===== src/rtl/clock_div_pkg.sv =====
// Shared definitions for the clock divider controller.
// Holds the controller state encoding and the default sizing values used by
// clock_divider_ctrl and div_counter.
package clock_div_pkg;

    localparam int unsigned DEF_COUNTER_SIZE = 24;
    localparam int unsigned DEF_LIMIT        = 5;

    typedef enum logic [1:0] {
        IDLE  = 2'd0,
        RUN   = 2'd1,
        DRAIN = 2'd2
    } state_t;

endpackage


===== src/rtl/div_counter.sv =====
// Half-period counter and divided-clock toggle.
// Ports:
//   clock, reset       system clock, synchronous active-high reset
//   enable             count this cycle
//   clear              synchronous clear of counter and div_clock
//   limit              half-period limit (half-period = limit+1 cycles)
//   div_clock          registered divided clock
//   wrap_rise          this edge wraps and takes div_clock 0->1
//   wrap_fall          this edge wraps and takes div_clock 1->0
module div_counter
    import clock_div_pkg::*;
#(
    parameter int unsigned WIDTH = DEF_COUNTER_SIZE
) (
    input  logic             clock,
    input  logic             reset,
    input  logic             enable,
    input  logic             clear,
    input  logic [WIDTH-1:0] limit,
    output logic             div_clock,
    output logic             wrap_rise,
    output logic             wrap_fall
);

    logic [WIDTH-1:0] count;
    logic             at_limit;

    assign at_limit  = (count == limit);
    assign wrap_rise = enable && at_limit && !div_clock;
    assign wrap_fall = enable && at_limit && div_clock;

    always_ff @(posedge clock) begin
        if (reset || clear) begin
            count     <= '0;
            div_clock <= 1'b0;
        end else if (enable) begin
            if (at_limit) begin
                count     <= '0;
                div_clock <= !div_clock;
            end else begin
                count <= count + WIDTH'(1);
            end
        end
    end

endmodule


===== src/rtl/clock_divider_ctrl.sv =====
// Clock divider controller: start/stop FSM, single-slot limit configuration
// and optional burst mode around a div_counter instance.
// Optional feature macro: CLOCK_DIV_CTRL_BURST_EN (adds burst_len/burst_done).
// Ports:
//   clock, reset       system clock, synchronous active-high reset
//   cfg_valid/ready    limit handshake; cfg_limit is the offered limit
//   start, stop        begin generation / graceful stop at end of period
//   burst_len          (burst build) periods per run, 0 = continuous
//   burst_done         (burst build) one-cycle pulse when a burst completes
//   div_clock          registered divided clock
//   tick               one-cycle pulse while div_clock has just risen
//   busy               high in RUN or DRAIN
module clock_divider_ctrl
    import clock_div_pkg::*;
#(
    parameter int unsigned COUNTER_SIZE  = DEF_COUNTER_SIZE,
    parameter int unsigned DEFAULT_LIMIT = DEF_LIMIT
) (
    input  logic                    clock,
    input  logic                    reset,
    input  logic                    cfg_valid,
    input  logic [COUNTER_SIZE-1:0] cfg_limit,
    output logic                    cfg_ready,
    input  logic                    start,
    input  logic                    stop,
`ifdef CLOCK_DIV_CTRL_BURST_EN
    input  logic [7:0]              burst_len,
    output logic                    burst_done,
`endif
    output logic                    div_clock,
    output logic                    tick,
    output logic                    busy
);

    state_t                  state;
    logic [COUNTER_SIZE-1:0] limit;
    logic [COUNTER_SIZE-1:0] pending_limit;
    logic                    pending;
    logic                    cnt_enable;
    logic                    cnt_clear;
    logic                    wrap_rise;
    logic                    wrap_fall;
`ifdef CLOCK_DIV_CTRL_BURST_EN
    logic [7:0]              burst_rem;
`endif

    assign cfg_ready  = !pending;
    assign cnt_enable = (state != IDLE);
    // Holding the counter cleared in IDLE guarantees every run starts at
    // counter=0/div_clock=0 and that a limit change never sees a stale count.
    assign cnt_clear  = (state == IDLE);

    div_counter #(
        .WIDTH(COUNTER_SIZE)
    ) u_counter (
        .clock    (clock),
        .reset    (reset),
        .enable   (cnt_enable),
        .clear    (cnt_clear),
        .limit    (limit),
        .div_clock(div_clock),
        .wrap_rise(wrap_rise),
        .wrap_fall(wrap_fall)
    );

    always_ff @(posedge clock) begin
        if (reset) begin
            state         <= IDLE;
            limit         <= COUNTER_SIZE'(DEFAULT_LIMIT);
            pending_limit <= '0;
            pending       <= 1'b0;
            tick          <= 1'b0;
            busy          <= 1'b0;
`ifdef CLOCK_DIV_CTRL_BURST_EN
            burst_rem     <= '0;
            burst_done    <= 1'b0;
`endif
        end else begin
            tick <= wrap_rise;
`ifdef CLOCK_DIV_CTRL_BURST_EN
            burst_done <= 1'b0;
`endif

            // Capture and apply are mutually exclusive: capture needs an
            // empty slot, apply needs a full one.
            if (cfg_valid && !pending) begin
                pending       <= 1'b1;
                pending_limit <= cfg_limit;
            end
            // Only swap the limit while the counter is (or is about to be)
            // zero, so no period is truncated.
            if (pending && (state == IDLE || wrap_fall)) begin
                limit   <= pending_limit;
                pending <= 1'b0;
            end

            case (state)
                IDLE: begin
                    if (start && !stop) begin
                        state <= RUN;
                        busy  <= 1'b1;
`ifdef CLOCK_DIV_CTRL_BURST_EN
                        burst_rem <= burst_len;
`endif
                    end
                end
                RUN: begin
`ifdef CLOCK_DIV_CTRL_BURST_EN
                    if (wrap_fall && burst_rem == 8'd1) begin
                        state      <= IDLE;
                        busy       <= 1'b0;
                        burst_done <= 1'b1;
                    end else begin
                        if (wrap_fall && burst_rem > 8'd1) begin
                            burst_rem <= burst_rem - 8'd1;
                        end
                        if (stop) begin
                            state <= DRAIN;
                        end
                    end
`else
                    if (stop) begin
                        state <= DRAIN;
                    end
`endif
                end
                DRAIN: begin
                    if (wrap_fall) begin
                        state <= IDLE;
                        busy  <= 1'b0;
                    end
                end
                default: begin
                    state <= IDLE;
                    busy  <= 1'b0;
                end
            endcase
        end
    end

endmodule

===== config.mk =====
export PLATFORM = sky130hd
export DESIGN_NAME = clock_divider_ctrl
export DESIGN_NICKNAME = d
export VERILOG_FILES = /design/src/rtl/clock_div_pkg.sv /design/src/rtl/div_counter.sv /design/src/rtl/clock_divider_ctrl.sv
export SDC_FILE = /design/constraint.sdc
export NUM_CORES = 1
export LEC_CHECK = 0
export ABC_AREA = 1
export BUFFER_PORTS_ARGS = -buffer_cell sky130_fd_sc_hd__buf_2
export CORE_UTILIZATION = 45
export DETAILED_ROUTE_END_ITERATION = 12
export GPL_TIMING_DRIVEN = 1
export PLACE_DENSITY_LB_ADDON = 0.25
export SYNTH_ARGS = -nofsm -noshare
export SYNTH_HDL_FRONTEND = slang
export SYNTH_HIERARCHICAL = 1
export SYNTH_SLANG_ARGS = --single-unit

===== constraint.sdc =====
create_clock -name clock -period 2.4 [get_ports clock]
set_clock_uncertainty 0.2 [all_clocks]
set_input_delay 0.72 -clock clock [delete_from_list [all_inputs] [get_ports clock]]
set_output_delay 0.72 -clock clock [all_outputs]
set_load 0.05 [all_outputs]

==> out/qor.yml <==
clocking:
  clkSinkCount: 78
  clk_pin_slew_ns: 0.08
  post_cts_buffers: 0
  cts_tree: "built"
  clock_path_buffers: 2
  numCtsBuffers: 9
  cts_root_buf: "clkbuf_8"
  htreeDepth: 3
  clkLatencyLatePin_ns: 0.35
  cts-resized-gates: 0
  hold_buffers: 0
timing:
  setup_violations: 0
  min_period_ns: 2.21
  rsz0062_at_grt: "false"
  worstMarginPinSlew_ns: 0.454
  maxSlewViolCount: 0
  setup_ws_ns: 0.194
  final.setup.tns_ns: 0
  timing.final.crit_share: 0.919
  finalHoldViolations: 0
  timing.fmax_ghz: 0.453
  relSlewSlack: 0.696
cells_and_area:
  drive_gt1_frac: 0.144
  antennaDiodeCount: 0
  final_area_mm2: 0.00430
  area_growth_pct: 11.3
  fin_util: 0.521
  fin_nets: 643
pwr:
  leakage_nw: 1.82
  clkPwrFrac: 0.297
  p_comb_frac: 0.231
  p_sw_mw: 1.08
  p_int_mw: 2.18
  share_seq_of_total_power: 0.472
  powerDensity_mw_per_mm2: 758
  switching_share: 0.332
  peakVddDrop_mv: 0.547
grt:
  grt_pass1_wl_um: 14700
  grt-ovfl-total: 0
  track_usage: 0.213
  grt_pass1_vias: 3142
  grt_start_max_net_pins: 50
  antenna_found_initial: 0
synthesis:
  syn_area_mm2: 0.00387
  yosys_warnings: 6
  yosysTopAreaCellShare: 0.404
  synth_edf_count: 0
  synth_top_cells_by_area: "dfxtp_1 40%, nor2_1 14%, nand2_1 12%"
  ys_seq_elements: 78
  synth_largest_area_cell: "dfxtp_1"
  dominantRegCellSynth: "dfxtp_1"
  synthTopCellsByCount: "141 x nor2_1, 128 x nand2_1, 78 x dfxtp_1"
  syn_nets: 608
  synth_area_per_cell_um2: 6.69
  seq_area_frac_synth: 0.404
  yosysUniqueCellTypes: 34
  synthCells: 578
  async_flop_share: 0
  yosysMostFrequentCell: "nor2_1"
drt:
  drtIter0Drc: 192
  wl_per_cell_um: 11.9
  ant_nets: 0
  wl_met1_um: 4220
  num_vias: 3475
  drc: 0
  vias_per_cell: 4.81
  drt_wl_total_um: 8590
  highest_layer: "met4"
  dr_wl_met2_um: 3850
  dr.pass1.iters: 4
  wl_met3_um: 399
worst_setup_path:
  cp_cell_sequence: "nor2_4 > inv_1 > inv_2 > a21oi_1 > nand2_1 > nor2_1 > nand2_1 > nor2_2 > nand3_1 > inv_1 > o21ai_4 > buf_4 > o21ai_0 > nor2_1"
  rr_startpoint: "state[1]"
  crit_slowest_cell: "dfxtp_2"
  end_kind: "flip-flop"
  worstSetupStartpointType: "flip-flop"
  reg2regPathDepth: 14
  r2r-end: "limit[4]"
  rrSetupSlack_ns: 0.19
  required_ns: 2.45
  worstPathArrival_ns: 2.25
  cpPeakStageDelay_ns: 0.37
  critical_path_class: "reg2reg"
  crit_buf_inv: 4
  critPathMaxFanout: 24
  crit_family: "simple AND/OR/NAND/NOR gates"
placement:
  portBuffers: 32
  place_ws_ns: 0.108
  place_hpwl_um: 6450
  place.gp.congestion: 0.911
  placed_area_mm2: 0.00411
run_status:
  outcome: "finished, final reports clean"
min_path:
  hold_path_depth: 2
  hold_path.class: "reg2reg"
  hold_start: "busy"
  hold_path_end: "busy"
die:
  num_rows: 33
  die_y_um: 94.7
  pin_count: 33
  dieArea_mm2: 0.00897
  initial_utilization: 0.468
  die_w_um: 94.7
  core_mm2: 0.00826
job:
  cap_violations: 0
-- per-layer routing --
| layer | global-route usage | vias up |
|---|---|---|
| li1 | - | 1858 |
| met1 | 0.289 | 1521 |
| met3 | 0.0515 | 10 |
| met5 | 0 | - |
| met4 | 0.0631 | 0 |
| met2 | 0.334 | 86 |
-- stage by stage --
step / cells / power (mW) / hold WS [ns]
6_report: 722 / 3.26 / 0.264
3_5_place_dp: 707 / 2.32 / 0.255
3_3_place_gp: 707 / 2.29 / 0.249
4_1_cts: 722 / 3.29 / 0.267
2_1_floorplan: 578 / 2.15 / 0.230
5_1_grt: 722 / 3.48 / 0.285
-- flip-flops by register name, summed over array words and instances (netlist names) --
name                 flops
tick                     1
pending                  1
u_counter/div_clock      1
pending_limit           24
u_counter/count         24
state                    2
limit                   24
busy                     1
-- cells in the final DEF (no fill, tap or decap), drive strengths merged, types with 9 or more instances in the layout --
master | synthesis | routed
buf | 10 | 41
dfxtp | 78 | 78
xnor2 | 12 | 12
inv | 68 | 69
clkbuf | 7 | 9
nand2 | 133 | 133
o21ai | 56 | 56
nor2 | 153 | 153
xor2 | 9 | 9
nand3 | 19 | 19
-- logic make-up (layout without fill, tap and decap cells) --
| group | after synthesis | in the layout | share of synthesized area |
|---|---|---|---|
| compound gates | 68 | 68 | 0.0935 |
| xor+xnor | 21 | 21 | 0.0476 |
| buf+inv | 85 | 124 | 0.0967 |
| fa+ha+maj | 1 | 1 | 0.00323 |
| flops | 78 | 78 | 0.404 |
| simple gates | 325 | 325 | 0.355 |
-- power groups by stage --
stage | registers [mW] | logic (mW) | clock network (mW)
finish | 1.54 | 0.753 | 0.970
global route | 1.55 | 0.879 | 1.05
CTS | 1.54 | 0.751 | 0.999
detailed placement | 1.57 | 0.748 | 0
global placement | 1.56 | 0.730 | 0
floorplan | 1.55 | 0.598 | 0
-- worst register-to-register path, stage by stage, from the launching register on --
cell and delay (ns):
dfxtp_2 0.37, nor2_4 0.07, inv_1 0.08, inv_2 0.04, a21oi_1 0.12, nand2_1 0.10
nor2_1 0.09, nand2_1 0.07, nor2_2 0.14, nand3_1 0.12, inv_1 0.13, o21ai_4 0.09
buf_4 0.22, o21ai_0 0.21, nor2_1 0.06
-- how the worst max path moves through the flow --
stage	to	cells after the start	slack, ns	start
after floorplan	limit[10]	14	0.32	state[1]
after global placement	limit[1]	14	0.12	state[1]
final	limit[4]	14	0.19	state[1]
after detailed placement	limit[1]	14	0.11	state[1]
after global routing	limit[22]	14	0.008	state[1]
after CTS	limit[3]	14	0.08	state[1]
-- area by class of cell --
class / instances / area (um^2)
clock buffer: 9 / 124
clock inverter: 6 / 62.6
fill: 871 / 3950
inverter: 68 / 258
multi-input combinational: 415 / 1940
sequential: 78 / 1560
tap: 105 / 131
timing repair buffer: 41 / 228
Note: power is estimated with default switching activity, not from simulation.
